**config.mk**
```make
export PLATFORM = sky130hd
export DESIGN_NAME = maze_solver_flat
export DESIGN_NICKNAME = d
export VERILOG_FILES = /design/src/rtl/maze_solver_if.sv /design/src/rtl/maze_solver.sv /design/src/flat_wrapper.sv
export SDC_FILE = /design/constraint.sdc
export NUM_CORES = 1
export LEC_CHECK = 0
export BUFFER_PORTS_ARGS = -buffer_cell sky130_fd_sc_hd__buf_4
export CELL_PAD_IN_SITES_DETAIL_PLACEMENT = 0
export CELL_PAD_IN_SITES_GLOBAL_PLACEMENT = 1
export CORE_ASPECT_RATIO = 1.2
export CORE_MARGIN = 2
export CORE_UTILIZATION = 43
export DETAILED_ROUTE_END_ITERATION = 8
export PLACE_DENSITY_LB_ADDON = 0.1
export SLEW_MARGIN = 20
export SYNTH_ARGS = -nofsm -noshare
export SYNTH_HDL_FRONTEND = slang
export SYNTH_SLANG_ARGS = --single-unit
```
**constraint.sdc**
```tcl
create_clock -name clk -period 3.8 [get_ports clk]
set_input_delay 1.14 -clock clk [delete_from_list [all_inputs] [get_ports clk]]
set_output_delay 1.14 -clock clk [all_outputs]
set_load 0.02 [all_outputs]
```
**src/rtl/maze_solver_if.sv**
```systemverilog
// maze_solver_if: command interface between the maze solver (master) and the
// navigation block (slave).
//   strt_hdng  master->slave  one-clock pulse, begin heading change to dsrd_hdng
//   strt_mv    master->slave  one-clock pulse, begin forward move
//   stp_lft    master->slave  level, stop the move at a left opening
//   stp_rght   master->slave  level, stop the move at a right opening
//   dsrd_hdng  master->slave  12-bit desired heading
//   mv_cmplt   slave->master  one-clock pulse, current command finished
interface maze_solver_if;
    logic        strt_hdng;
    logic        strt_mv;
    logic        stp_lft;
    logic        stp_rght;
    logic [11:0] dsrd_hdng;
    logic        mv_cmplt;

    modport master (
        output strt_hdng, strt_mv, stp_lft, stp_rght, dsrd_hdng,
        input  mv_cmplt
    );

    modport slave (
        input  strt_hdng, strt_mv, stp_lft, stp_rght, dsrd_hdng,
        output mv_cmplt
    );
endinterface

```
**src/rtl/maze_solver.sv**
```systemverilog
// maze_solver: wall-follower command sequencer for the navigation block.
// Issues a forward move, waits for its completion, then picks the next
// direction from the IR opening flags (affinity side, forward, opposite
// side, reverse) until the goal sensor reports success.
// Ports:
//   clk, rst                 clock, asynchronous active-high reset
//   strt_slv, lft_affn       start pulse and wall affinity (1 = left)
//   lft_opn/rght_opn/frwrd_opn  IR opening flags, sampled in DECIDE
//   sol_cmplt                goal (magnet) detected, level
//   nav                      command interface (master side)
//   solving, solved, mv_cnt  status; mv_cnt saturates at 16'hFFFF
//   wdog_err                 sticky watchdog timeout flag
// Optional feature: define MAZE_WDOG_EN to build the per-command watchdog
// (WDOG_CYC clocks); otherwise wdog_err stays 0 and waits are unbounded.
module maze_solver #(
    parameter logic [23:0] WDOG_CYC = 24'd10_000_000
) (
    input  logic                 clk,
    input  logic                 rst,
    input  logic                 strt_slv,
    input  logic                 lft_affn,
    input  logic                 lft_opn,
    input  logic                 rght_opn,
    input  logic                 frwrd_opn,
    input  logic                 sol_cmplt,
    maze_solver_if.master        nav,
    output logic                 solving,
    output logic                 solved,
    output logic [15:0]          mv_cnt,
    output logic                 wdog_err
);

    typedef enum logic [2:0] {
        IDLE, ISSUE_MV, WAIT_MV, DECIDE, ISSUE_HDNG, WAIT_HDNG, DONE
    } state_t;

    state_t      state_q, state_d;
    logic [1:0]  dir_q, dir_d;
    logic [11:0] hdng_q, hdng_d;
    logic        affn_q, affn_d;
    logic        strt_hdng_q, strt_hdng_d;
    logic        strt_mv_q, strt_mv_d;
    logic        stp_lft_q, stp_lft_d;
    logic        stp_rght_q, stp_rght_d;
    logic        solving_q, solving_d;
    logic        solved_q, solved_d;
    logic [15:0] mv_cnt_q, mv_cnt_d;
    logic        sol_seen_q, sol_seen_d;
    logic        wdog_err_q, wdog_err_d;
    logic        wdog_hit;

    function automatic logic [11:0] hdng_of(input logic [1:0] d);
        case (d)
            2'd0:    hdng_of = 12'h000;
            2'd1:    hdng_of = 12'h3FF;
            2'd2:    hdng_of = 12'h7FF;
            default: hdng_of = 12'hC00;
        endcase
    endfunction

`ifdef MAZE_WDOG_EN
    logic [23:0] wdog_cnt_q, wdog_cnt_d;
    logic        in_wait;

    // The counter restarts whenever a command pulse is on the bus, so each
    // outstanding command gets its own full budget.
    always_comb begin
        in_wait    = (state_q == WAIT_MV) || (state_q == WAIT_HDNG);
        wdog_cnt_d = 24'd0;
        wdog_hit   = 1'b0;
        if (in_wait && !(strt_mv_q || strt_hdng_q)) begin
            wdog_cnt_d = wdog_cnt_q + 24'd1;
            wdog_hit   = (wdog_cnt_d >= WDOG_CYC);
        end
    end

    always_ff @(posedge clk or posedge rst) begin
        if (rst) wdog_cnt_q <= 24'd0;
        else     wdog_cnt_q <= wdog_cnt_d;
    end
`else
    wire unused_wdog_cyc = ^WDOG_CYC;
    assign wdog_hit = 1'b0;
`endif

    always_comb begin
        logic       aff_open, opp_open;
        logic [1:0] aff_dir, opp_dir;
        logic       turn;
        logic [1:0] turn_dir;

        state_d     = state_q;
        dir_d       = dir_q;
        hdng_d      = hdng_q;
        affn_d      = affn_q;
        strt_hdng_d = 1'b0;
        strt_mv_d   = 1'b0;
        solving_d   = solving_q;
        solved_d    = solved_q;
        mv_cnt_d    = mv_cnt_q;
        sol_seen_d  = sol_seen_q;
        wdog_err_d  = wdog_err_q;

        aff_open = affn_q ? lft_opn : rght_opn;
        opp_open = affn_q ? rght_opn : lft_opn;
        aff_dir  = affn_q ? dir_q + 2'd1 : dir_q - 2'd1;
        opp_dir  = affn_q ? dir_q - 2'd1 : dir_q + 2'd1;
        turn     = 1'b0;
        turn_dir = dir_q;

        case (state_q)
            IDLE, DONE: begin
                if (strt_slv) begin
                    affn_d     = lft_affn;
                    mv_cnt_d   = 16'd0;
                    solved_d   = 1'b0;
                    solving_d  = 1'b1;
                    sol_seen_d = 1'b0;
                    wdog_err_d = 1'b0;
                    state_d    = ISSUE_MV;
                end
            end
            ISSUE_MV: begin
                strt_mv_d = 1'b1;
                if (mv_cnt_q != 16'hFFFF) mv_cnt_d = mv_cnt_q + 16'd1;
                state_d = WAIT_MV;
            end
            WAIT_MV, WAIT_HDNG: begin
                if (sol_cmplt) sol_seen_d = 1'b1;
                if (nav.mv_cmplt) begin
                    // Goal seen while the command was in flight: finish
                    // only once navigation reports the command done.
                    if (sol_seen_q || sol_cmplt) begin
                        state_d   = DONE;
                        solved_d  = 1'b1;
                        solving_d = 1'b0;
                    end else begin
                        state_d = (state_q == WAIT_MV) ? DECIDE : ISSUE_MV;
                    end
                end else if (wdog_hit) begin
                    state_d    = DONE;
                    wdog_err_d = 1'b1;
                    solving_d  = 1'b0;
                end
            end
            DECIDE: begin
                if (sol_cmplt) begin
                    state_d   = DONE;
                    solved_d  = 1'b1;
                    solving_d = 1'b0;
                end else if (aff_open) begin
                    turn = 1'b1; turn_dir = aff_dir;
                end else if (frwrd_opn) begin
                    state_d = ISSUE_MV;
                end else if (opp_open) begin
                    turn = 1'b1; turn_dir = opp_dir;
                end else begin
                    turn = 1'b1; turn_dir = dir_q + 2'd2;
                end
                if (turn) begin
                    dir_d   = turn_dir;
                    hdng_d  = hdng_of(turn_dir);
                    state_d = ISSUE_HDNG;
                end
            end
            ISSUE_HDNG: begin
                strt_hdng_d = 1'b1;
                state_d     = WAIT_HDNG;
            end
            default: state_d = IDLE;
        endcase

        stp_lft_d  = solving_d & affn_d;
        stp_rght_d = solving_d & ~affn_d;
    end

    always_ff @(posedge clk or posedge rst) begin
        if (rst) begin
            state_q     <= IDLE;
            dir_q       <= 2'd0;
            hdng_q      <= 12'h000;
            affn_q      <= 1'b0;
            strt_hdng_q <= 1'b0;
            strt_mv_q   <= 1'b0;
            stp_lft_q   <= 1'b0;
            stp_rght_q  <= 1'b0;
            solving_q   <= 1'b0;
            solved_q    <= 1'b0;
            mv_cnt_q    <= 16'd0;
            sol_seen_q  <= 1'b0;
            wdog_err_q  <= 1'b0;
        end else begin
            state_q     <= state_d;
            dir_q       <= dir_d;
            hdng_q      <= hdng_d;
            affn_q      <= affn_d;
            strt_hdng_q <= strt_hdng_d;
            strt_mv_q   <= strt_mv_d;
            stp_lft_q   <= stp_lft_d;
            stp_rght_q  <= stp_rght_d;
            solving_q   <= solving_d;
            solved_q    <= solved_d;
            mv_cnt_q    <= mv_cnt_d;
            sol_seen_q  <= sol_seen_d;
            wdog_err_q  <= wdog_err_d;
        end
    end

    assign nav.strt_hdng = strt_hdng_q;
    assign nav.strt_mv   = strt_mv_q;
    assign nav.stp_lft   = stp_lft_q;
    assign nav.stp_rght  = stp_rght_q;
    assign nav.dsrd_hdng = hdng_q;
    assign solving       = solving_q;
    assign solved        = solved_q;
    assign mv_cnt        = mv_cnt_q;
    assign wdog_err      = wdog_err_q;

endmodule
```
**src/flat_wrapper.sv**
```systemverilog
// flat-port wrapper written by rule: the top's interface ports become plain ports
module maze_solver_flat 
#(
    parameter logic [23:0] WDOG_CYC = 24'd10_000_000
)
  (clk, rst, strt_slv, lft_affn, lft_opn, rght_opn, frwrd_opn, sol_cmplt, solving, solved, mv_cnt, wdog_err, nav_strt_hdng, nav_strt_mv, nav_stp_lft, nav_stp_rght, nav_dsrd_hdng, nav_mv_cmplt);
  maze_solver_if nav_i ();
  input  logic clk;
  input  logic rst;
  input  logic strt_slv;
  input  logic lft_affn;
  input  logic lft_opn;
  input  logic rght_opn;
  input  logic frwrd_opn;
  input  logic sol_cmplt;
  output logic solving;
  output logic solved;
  output logic [15:0] mv_cnt;
  output logic wdog_err;
  output wire logic [$bits(nav_i.strt_hdng)-1:0] nav_strt_hdng;
  output wire logic [$bits(nav_i.strt_mv)-1:0] nav_strt_mv;
  output wire logic [$bits(nav_i.stp_lft)-1:0] nav_stp_lft;
  output wire logic [$bits(nav_i.stp_rght)-1:0] nav_stp_rght;
  output wire logic [$bits(nav_i.dsrd_hdng)-1:0] nav_dsrd_hdng;
  input wire logic [$bits(nav_i.mv_cmplt)-1:0] nav_mv_cmplt;
  assign nav_strt_hdng = nav_i.strt_hdng;
  assign nav_strt_mv = nav_i.strt_mv;
  assign nav_stp_lft = nav_i.stp_lft;
  assign nav_stp_rght = nav_i.stp_rght;
  assign nav_dsrd_hdng = nav_i.dsrd_hdng;
  assign nav_i.mv_cmplt = nav_mv_cmplt;
  maze_solver #(.WDOG_CYC(WDOG_CYC)) u_core (.clk(clk), .rst(rst), .strt_slv(strt_slv), .lft_affn(lft_affn), .lft_opn(lft_opn), .rght_opn(rght_opn), .frwrd_opn(frwrd_opn), .sol_cmplt(sol_cmplt), .nav(nav_i), .solving(solving), .solved(solved), .mv_cnt(mv_cnt), .wdog_err(wdog_err));
endmodule
```
==> summary.txt, run 1 <==
Place
  • I/O Buffers: 42
  • Placed cell areas: 0.00221 mm²
  • Hpwl dp: 3100 µm
  • GPL Wtd Cong: 0.809

STA
  • Worst Skew: 10.9 ps
  • RSZ-0062 raised after global routing: no
  • Hold slack final: 490 ps
  • Worst slew margin: 54.4%
  • Final period util: 63.7%
  • Slew @ Worst Pin: 682 ps
  • Crit path time final: approximately 2400 ps
  • Fmax: 0.413 GHz
  • Fin. Hold Viols: 0
  • Final Max Tran Viols: 0
  • Final Setup Violations: 0
  • Fin Setup TNS: 0 ps

Logic synthesis
  • Ys async rst share: 100%
  • Sequential share of the synthesized area: 41.4%
  • Library cells used by synthesis: 52
  • Synth top area cells: dfrtp_1 (41%), nand2_1 (4.7%), xnor2_1 (4.1%)
  • Leading area contributor after synthesis: dfrtp_1
  • Most frequent cell after synthesis: dfrtp_1
  • Average size of a mapped cell: 8.84 µm²
  • Syn Std Cell Area: 0.00194 mm²
  • Post-synth top area share: between 40% and 50%
  • EDFF count, synth: 0
  • Synth Warn #: 0
  • Top cells by count, synth: dfrtp_1 (32), nand2_1 (24), nor2_1 (18)
  • Mapped Cells: 219
  • Top FF cell, synth: dfrtp_1
  • Mapped Nets: 230
  • Number of synthesized register bits: 32

Power and ir drop
  • Max IR drop VDD: 276 µV
  • PwrDens: 735 mW/mm²
  • Leak Pwr: ~1.0 nW

Clocking
  • Hold buffers post-CTS: 0
  • CTS max path bufs: 2
  • Post-CTS setup buffers: 0
  • Root buffer cell: clkbuf_8
  • Skew-Pair Late Insertion Delay: 290 ps
  • Clk slew on worst S/H paths: 70 ps
  • Htree depth: 2
  • Clock sinks: 32
  • TritonCTS clock tree: done
  • CTS buffer count: 5
  • Cts repair resizes: 0

Floorplanning
  • Starting Density: 45.1%
  • Die footprint: 0.00506 mm²
  • Placeable Area: 0.00429 mm²
  • Site Rows: 26
  • Vert. Die Dim: 77.5 µm
  • Die W: 65.2 µm
  • Ports: 44

Critical path
  • Critical path fanouts, max: 14
  • R2R cell count: 5
  • Critical path type: input port to register
  • Endpoint type of the worst setup path: register
  • Launching element type of the critical path: input port
  • Reg2reg start: u_core.state_q[1]
  • Worst Path Arrival: roughly 2600 ps
  • R2R setup slack: 1540 ps
  • Critical R2R Capture: u_core.mv_cnt[13]
  • Worst Path Required: 4020 ps

Drt
  • Drt via density: between 5 and 6
  • Via Count: about 1.7k
  • Final wirelength: approximately 4300 µm
  • DR iter-0 viols: 136
  • Detail Route Antenna Nets: 0
  • Post-route DRC violation count: 0
  • Drt pass-1 iters: 4
  • Avg WL per Cell: 14.0 µm

Final layout
  • Layout Nets: 262
  • P&R area growth vs syn: 20.0%
  • Fraction of layout cells with a size suffix above 1: 23.0%
  • Fill cell count: 441
  • Antenna diode count: 0
  • Cell area after layout: approximately 0.0023 mm²

Min path
  • Hold Path Origin: u_core.solved
  • Worst hold path type: register to register
  • WHS Endpoint: u_core.solved
  • Hold Path Depth: 1

Global route
  • GRT overflow: 0
  • Largest net degree at the start of global routing: 33
  • First-pass GRT wire length: 7400 µm
  • Initial antenna violation count: 0
  • Number of global-route vias before repair: between 1.5k and 2k
  • GRT Resource Usage Total: 18.8%

Job
  • Max Cap Viol: 0

Run status
  • Status: complete, no violations
[flip-flops by register name, indices dropped and copies added, names as in the netlist]
register              flops
u_core.state_q            3
u_core.solved             1
u_core.mv_cnt            16
u_core.dir_q              2
u_core.nav.stp_lft        1
u_core.nav.strt_mv        1
u_core.sol_seen_q         1
u_core.nav.strt_hdng      1
u_core.nav.stp_rght       1
u_core.solving            1
u_core.affn_q             1
u_core.nav.dsrd_hdng      3
[power breakdown]
group / switching [mW] / internal [mW] / leakage (nW) / total [mW]
Combinational: 0.458 / 0.342 / 0.562 / 0.800
Clock: 0.138 / 0.194 / 0.0541 / 0.332
Sequential: 0.141 / 0.435 / 0.415 / 0.576
[routing by layer]
metal | up-vias | routed length [µm] | global-route usage, %
li1 | 839 | - | -
met1 | 795 | 1850 | 23.1
met2 | 40 | 2200 | 31.4
met3 | 6 | 193 | 4.78
met4 | 0 | 59 | 6.67
met5 | - | 0 | 0
[through the flow]
| step | cells | setup slack (ps) | utilization, % | total power [mW] |
|---|---|---|---|---|
| after floorplan | 219 | 1430 | - | 1.20 |
| after global placement | 300 | 1120 | 51.5 | 1.39 |
| after detailed placement | 300 | 1070 | 51.5 | 1.39 |
| after CTS | 308 | 1380 | 54.1 | 1.73 |
| after global routing | 308 | 1160 | 54.1 | 1.84 |
| final | 308 | 1380 | 54.1 | 1.71 |
[critical path, stage by stage]
cell and delay (ps):
buf_4 110, nand2b_1 70, o22a_1 320, a21o_1 330, or4_1 510, a21oi_1 150
[worst max-delay path by stage]
stage                  start                  end  slack, ps
CTS                 strt_slv    u_core.mv_cnt[13]       1380
detailed placement  strt_slv    u_core.mv_cnt[13]       1070
global route        strt_slv  u_core.nav.stp_rght       1160
finish              strt_slv    u_core.mv_cnt[13]       1380
global placement    strt_slv     u_core.mv_cnt[9]       1120
floorplan           strt_slv  u_core.nav.stp_rght       1430
[cell type report]
type,count,area [µm²],share of cell area (%)
inverter,11,41.3,1.78
timing repair buffer,43,323,13.9
tap,56,70.1,3.02
clock buffer,5,68.8,2.96
sequential,32,801,34.5
multi-input combinational,158,977,42.1
clock inverter,3,42.5,1.83
[kinds of logic (layout without fill, tap and decap cells)]
| group | after synthesis | count (layout) | synth area share (%) |
|---|---|---|---|
| flip-flops | 32 | 32 | 41.4 |
| adder cells (fa/ha/maj) | 2 | 2 | 1.29 |
| buffers and inverters | 29 | 62 | 8.14 |
| AND/OR/NAND/NOR | 92 | 92 | 25.1 |
| multiplexers | 5 | 5 | 2.65 |
| AO/OA/AOI/OAI | 49 | 49 | 17.1 |
| other | 1 | 1 | 0.194 |
| XOR/XNOR | 9 | 9 | 4.07 |
[layout by cell type (no fill, tap or decap), drive strengths merged, types with 2 or more instances in the layout]
master   count
nand2b       7
or2          2
xnor2        9
o221ai       2
buf         43
nand4        3
or3          3
o21a         2
nor3         6
clkinv       2
and3         2
or4          3
nand3       10
nand2       24
inv         10
ha           2
nor4         4
a31oi        3
mux2i        4
a2bb2oi      2
o31ai        5
nor3b        2
o21ai       13
a21oi        8
clkbuf       5
nor2b        3
nor2        19
o211ai       3
dfrtp       32
a2111oi      2
No activity file was read; power rests on OpenSTA's default activity.
==> run 2, diff against run 1 <==
--- a/config.mk
+++ b/config.mk
@@ -10,7 +10,7 @@
 export CELL_PAD_IN_SITES_GLOBAL_PLACEMENT = 1
 export CORE_ASPECT_RATIO = 1.2
 export CORE_MARGIN = 2
-export CORE_UTILIZATION = 43
+export CORE_UTILIZATION = 40
 export DETAILED_ROUTE_END_ITERATION = 8
 export PLACE_DENSITY_LB_ADDON = 0.1
 export SLEW_MARGIN = 20
==> constraint.sdc (replaced) <==
create_clock -name clk -period 2.26 [get_ports clk]
set_input_delay 0.678 -clock clk [delete_from_list [all_inputs] [get_ports clk]]
set_output_delay 0.678 -clock clk [all_outputs]
set_load 0.02 [all_outputs]
==> summary.txt, run 2 (synthesized netlist as in run 1, its figures left out) <==
STA
  • Setup ws final: 206 ps (-1170 ps)
  • Worst slew margin: 60.6% (+6.2 points)
  • Final Setup Violations: 0 (unchanged)
  • Worst Skew: 6.48 ps (-4.43 ps)
  • Fin Setup TNS: 0 ps (unchanged)
  • RSZ-0062 raised after global routing: no
  • Fmax: between 0.4 and 0.5 GHz
  • Hold slack final: 485 ps (-4.93 ps)
  • Fin. Hold Viols: 0 (unchanged)
  • Final Max Tran Viols: 0 (unchanged)
  • Final period util: 90.9%
  • Slew @ Worst Pin: 586 ps (-96.1 ps)
  • Crit path time final: 2050 ps

Drt
  • Final wirelength: 4580 µm (+6.4%)
  • Drt via density: 5.33 (-2.3%)
  • Via Count: 1726 (+2.7%)
  • Avg WL per Cell: 14.1 µm (+1.2%)
  • Post-route DRC violation count: 0 (unchanged)
  • Detail Route Antenna Nets: 0 (unchanged)
  • Drt pass-1 iters: 4 (unchanged)
  • DR iter-0 viols: 136 (unchanged)

Power and ir drop
  • Clock network power share: 15.9% (-3.6 points)
  • Sw power: 1.26 mW (+70%)
  • Tot Pwr: 2.92 mW (+71%)
  • Leak Pwr: 1.09 nW (+6.0%)
  • Switching Fraction: 43.0% (-0.21 points)
  • Combinational share of power: 53.5% (+6.7 points)
  • Reg power frac: 30.6% (-3.1 points)
  • PwrDens: 1210 mW/mm² (+65%)
  • Internal power: 1.67 mW (+72%)
  • Max IR drop VDD: 427 µV (+55%)

Job
  • Max Cap Viol: 0 (unchanged)

Floorplanning
  • Ports: 44 (unchanged)
  • Starting Density: 41.8% (-3.3 points)
  • Site Rows: 27 (+3.8%)
  • Die footprint: 0.00541 mm² (+7.1%)
  • Vert. Die Dim: 80.2 µm (+3.5%)
  • Placeable Area: 0.00463 mm² (+7.8%)
  • Die W: 67.5 µm (+3.5%)

Critical path
  • Worst Path Arrival: 2230 ps (-410 ps)
  • Critical path type: register to register
  • R2R cell count: 6 (+1)
  • Endpoint type of the worst setup path: register
  • Launching element type of the critical path: register
  • R2R setup slack: 210 ps (-1330 ps)
  • Crit path launch: u_core.state_q[1]
  • Worst Path Required: 2440 ps (-1580 ps)
  • Critical R2R Capture: u_core.mv_cnt[0]
  • Setup crit end: u_core.mv_cnt[0]
  • Critical path fanouts, max: 8 (-6)
  • Reg2reg start: u_core.state_q[1]

Clocking
  • CTS buffer count: 5 (unchanged)
  • CTS max path bufs: 2 (unchanged)
  • Hold buffers post-CTS: 0 (unchanged)
  • Post-CTS setup buffers: 0 (unchanged)
  • Cts repair resizes: 0 (unchanged)
  • Skew-Pair Late Insertion Delay: 280 ps (about the same)
  • Clk slew on worst S/H paths: 70 ps (about the same)
  • Htree depth: 2 (unchanged)
  • TritonCTS clock tree: done
  • Root buffer cell: clkbuf_8
  • Clock sinks: 32 (unchanged)

Final layout
  • Max FFs per register: 16 (unchanged)
  • Most frequent cells in the layout: buf_4 (57), dfrtp_1 (32), nand2_1 (24)
  • Layout Nets: 276 (+5.3%)
  • Fraction of layout cells with a size suffix above 1: 26.3% (+3.3 points)
  • Storage cell area: 801 µm² (unchanged)
  • Multi-input logic area: 977 µm² (unchanged)
  • P&R area growth vs syn: 24.5%
  • Fin cells: 324 (+5.2%)
  • Final core utilization: 52.1% (-2.0 points)
  • Fill cell count: 448 (+1.6%)
  • Antenna diode count: 0 (unchanged)
  • Cell area after layout: 0.00241 mm² (+3.7%)
  • Most common cell after layout, fill and taps aside: buf_4

Global route
  • GRT overflow: 0 (unchanged)
  • First-pass GRT wire length: 7650 µm (+3.3%)
  • Initial antenna violation count: 0 (unchanged)
  • Number of global-route vias before repair: 1650 (+2.5%)
  • GRT Resource Usage Total: 18.5% (-0.28 points)
  • Largest net degree at the start of global routing: 33 (unchanged)

Place
  • DP Cell Count: 316 (+5.3%)
  • Placed cell areas: 0.00232 mm² (+4.9%)
  • I/O Buffers: 42 (unchanged)
  • Dpl ws: 119 ps (-951 ps)
  • Hpwl dp: 3360 µm (+8.5%)
  • GPL Wtd Cong: 0.774 (-4.3%)

Min path
  • Worst hold path type: input port to asynchronous set/reset pin

Run status
  • Status: complete, no violations
run 2: worst min path at each step:
stage	start	to	slack [ps]	cells past startpoint
finish	rst	u_core.mv_cnt[14]	480	3
global route	rst	u_core.dir_q[1]	510	3
CTS	rst	u_core.nav.dsrd_hdng[9]	500	3
detailed placement	u_core.nav.dsrd_hdng[10]	u_core.nav.dsrd_hdng[10]	490	2
global placement	u_core.nav.dsrd_hdng[10]	u_core.nav.dsrd_hdng[10]	480	2
floorplan	u_core.sol_seen_q	u_core.sol_seen_q	510	2
run 2: cell type report:
cell class,count,area share (%)
multi-input combinational,158,40.6
sequential,32,33.2
timing repair buffer,57,17.8
clock buffer,8,3.74
tap,58,3.01
inverter,11,1.71
run 2: power by group through the flow:
stage / logic, mW / clock network, mW / registers, mW
3_5_place_dp: 1.58 / 0 / 0.904
5_1_grt: 1.74 / 0.510 / 0.929
6_report: 1.56 / 0.465 / 0.894
2_1_floorplan: 1.04 / 0 / 0.982
4_1_cts: 1.58 / 0.482 / 0.896
3_3_place_gp: 1.58 / 0 / 0.903
run 2: worst max-delay path: stages, from the launching register on:
cell and delay [ps]:
dfrtp_1 450, or2_1 300, nor4_2 530, a21o_1 330, buf_4 190, or3_1 110, nand2_1 40
run 2: routing by layer:
metal	GRT usage [%]	wire (µm)
met2	32.0	2390
met5	0	0
met1	22.7	1970
met4	4.29	13
met3	4.48	201
==> run 3, diff against run 2 <==
--- a/config.mk
+++ b/config.mk
@@ -12,7 +12,7 @@
 export CORE_MARGIN = 2
 export CORE_UTILIZATION = 40
 export DETAILED_ROUTE_END_ITERATION = 8
-export PLACE_DENSITY_LB_ADDON = 0.1
+export PLACE_DENSITY = 0.87
 export SLEW_MARGIN = 20
 export SYNTH_ARGS = -nofsm -noshare
 export SYNTH_HDL_FRONTEND = slang
==> summary.txt, run 3 (synthesized netlist as in run 1, its figures left out) <==
Run status
  • Status: complete, no violations

Critical path
  • Critical R2R Capture: u_core.mv_cnt[13]
  • Endpoint type of the worst setup path: register
  • R2R setup slack: 240 ps (+30 ps)
  • Top cell family by delay on the critical path: simple AND/OR/NAND/NOR gates
  • Worst Path Arrival: 2230 ps (about the same)
  • Critical path fanouts, max: 9 (+1)
  • Critical-path cell list: or2_1 > o22a_1 > a21o_1 > or4_1 > a21oi_1
  • CP max stage cell: or4_1
  • Reg2reg start: u_core.state_q[1]
  • Worst Path Required: 2470 ps (+30 ps)
  • WP buf/inv: 0 (-1)
  • Launching element type of the critical path: register
  • R2R cell count: 5 (-1)
  • Largest stage delay, worst path: 490 ps (-40 ps)
  • Critical path type: register to register

Clocking
  • Clock sinks: 32 (unchanged)
  • CTS buffer count: 5 (unchanged)
  • Skew-Pair Late Insertion Delay: 280 ps (about the same)
  • Post-CTS setup buffers: 0 (unchanged)
  • Clk slew on worst S/H paths: 70 ps (about the same)
  • Root buffer cell: clkbuf_8
  • Cts repair resizes: 0 (unchanged)
  • TritonCTS clock tree: done
  • Htree depth: 2 (unchanged)
  • CTS max path bufs: 2 (unchanged)
  • Hold buffers post-CTS: 0 (unchanged)

STA
  • Fmax: 0.494 GHz (+1.6%)
  • Final period util: 89.5% (-1.4 points)
  • Worst Skew: 3.98 ps (-2.50 ps)
  • Final Setup Violations: 0 (unchanged)
  • Hold slack final: 491 ps (+6.12 ps)
  • Crit path time final: 2020 ps (-31.7 ps)
  • Fin. Hold Viols: 0 (unchanged)
  • Final Max Tran Viols: 0 (unchanged)
  • RSZ-0062 raised after global routing: no
  • Slew @ Worst Pin: 500 ps (-86.4 ps)
  • Fin Setup TNS: 0 ps (unchanged)
  • Worst slew margin: 65.8% (+5.2 points)
  • Setup ws final: 238 ps (+31.7 ps)

Final layout
  • Fraction of layout cells with a size suffix above 1: 25.8% (-0.56 points)
  • Max FFs per register: 16 (unchanged)
  • Most frequent cells in the layout: buf_4 (55), dfrtp_1 (32), nand2_1 (24)
  • Most common cell after layout, fill and taps aside: buf_4
  • Layout Nets: 274 (-0.72%)
  • Antenna diode count: 0 (unchanged)
  • Fill cell count: 455 (+1.6%)
  • P&R area growth vs syn: 23.7%

Drt
  • Drt pass-1 iters: 6 (+2)
  • Post-route DRC violation count: 0 (unchanged)
  • DR iter-0 viols: 85 (-38%)
  • Avg WL per Cell: 13.5 µm (-4.3%)
  • Final wirelength: 4350 µm (-4.9%)
  • Drt via density: 5.28 (-0.95%)
  • Detail Route Antenna Nets: 0 (unchanged)
  • Via Count: 1699 (-1.6%)

Global route
  • First-pass GRT wire length: 7510 µm (-1.7%)
  • GRT Resource Usage Total: 18.0% (-0.44 points)
  • Initial antenna violation count: 0 (unchanged)
  • GRT overflow: 0 (unchanged)
  • Largest net degree at the start of global routing: 33 (unchanged)
  • Number of global-route vias before repair: 1665 (+0.91%)

Power and ir drop
  • Leak Pwr: 1.08 nW (-0.90%)
  • PwrDens: 1210 mW/mm² (-0.31%)
  • Max IR drop VDD: 537 µV (+26%)

Floorplanning
  • Vert. Die Dim: 80.2 µm (unchanged)
  • Placeable Area: 0.00463 mm² (unchanged)
  • Die W: 67.5 µm (unchanged)
  • Ports: 44 (unchanged)
  • Starting Density: 41.8% (unchanged)
  • Site Rows: 27 (unchanged)
  • Die footprint: 0.00541 mm² (unchanged)

Place
  • I/O Buffers: 42 (unchanged)
  • Dpl ws: 141 ps (+22.3 ps)
  • Hpwl dp: 3280 µm (-2.5%)
  • GPL Wtd Cong: 0.855 (+10%)

Job
  • Max Cap Viol: 0 (unchanged)

Min path
  • Worst hold path type: input port to asynchronous set/reset pin
==> run 3: layout make-up <==
class                           count  area, µm²  share of cell area, %
Inverter                           11       41.3                   1.72
Clock buffer                        8       90.1                   3.76
Multi-Input combinational cell    158        977                   40.8
Tap cell                           58       72.6                   3.03
Timing Repair Buffer               55        413                   17.2
Sequential cell                    32        801                   33.4
==> run 3: tightest hold or removal path, cell delays in order <==
cell and delay [ps]:
buf_4 110, inv_1 40, buf_4 370
==> run 3: worst max-delay path by stage <==
stage,from,endpoint,slack [ps],cells after the start
finish,u_core.state_q[1],u_core.mv_cnt[13],240,5
global route,u_core.mv_cnt[6],u_core.mv_cnt[3],90,6
CTS,u_core.state_q[1],u_core.mv_cnt[15],250,5
detailed placement,strt_slv,u_core.mv_cnt[13],140,6
global placement,strt_slv,u_core.mv_cnt[13],190,6
floorplan,strt_slv,u_core.nav.stp_rght,350,5
==> run 3: metal layers <==
metal / routed length (µm) / GRT usage [%] / up-vias / part of all wire (%)
li1: - / - / 857 / -
met3: 243 / 4.62 / 4 / 5.6
met1: 1900 / 22.5 / 784 / 44
met5: 0 / 0 / - / 0
met2: 2170 / 29.8 / 54 / 50
met4: 35 / 6.12 / 0 / 0.80
==> run 3: through the flow <==
stage / power, mW / instance area [µm²] / utilization [%] / instances
final: 2.90 / 2390 / 51.7 / 322
after detailed placement: 2.46 / 2300 / 49.8 / 314
after CTS: 2.93 / 2390 / 51.7 / 322
after global placement: 2.44 / 2300 / 49.8 / 314
after global routing: 3.13 / 2390 / 51.7 / 322
after floorplan: 2.02 / 1940 / - / 219
==> run 3: report_power, final <==
group	switching, mW	internal [mW]	total [mW]
logic	0.865	0.673	1.54
clock network	0.205	0.248	0.453
registers	0.172	0.733	0.905
total	1.24	1.65	2.90
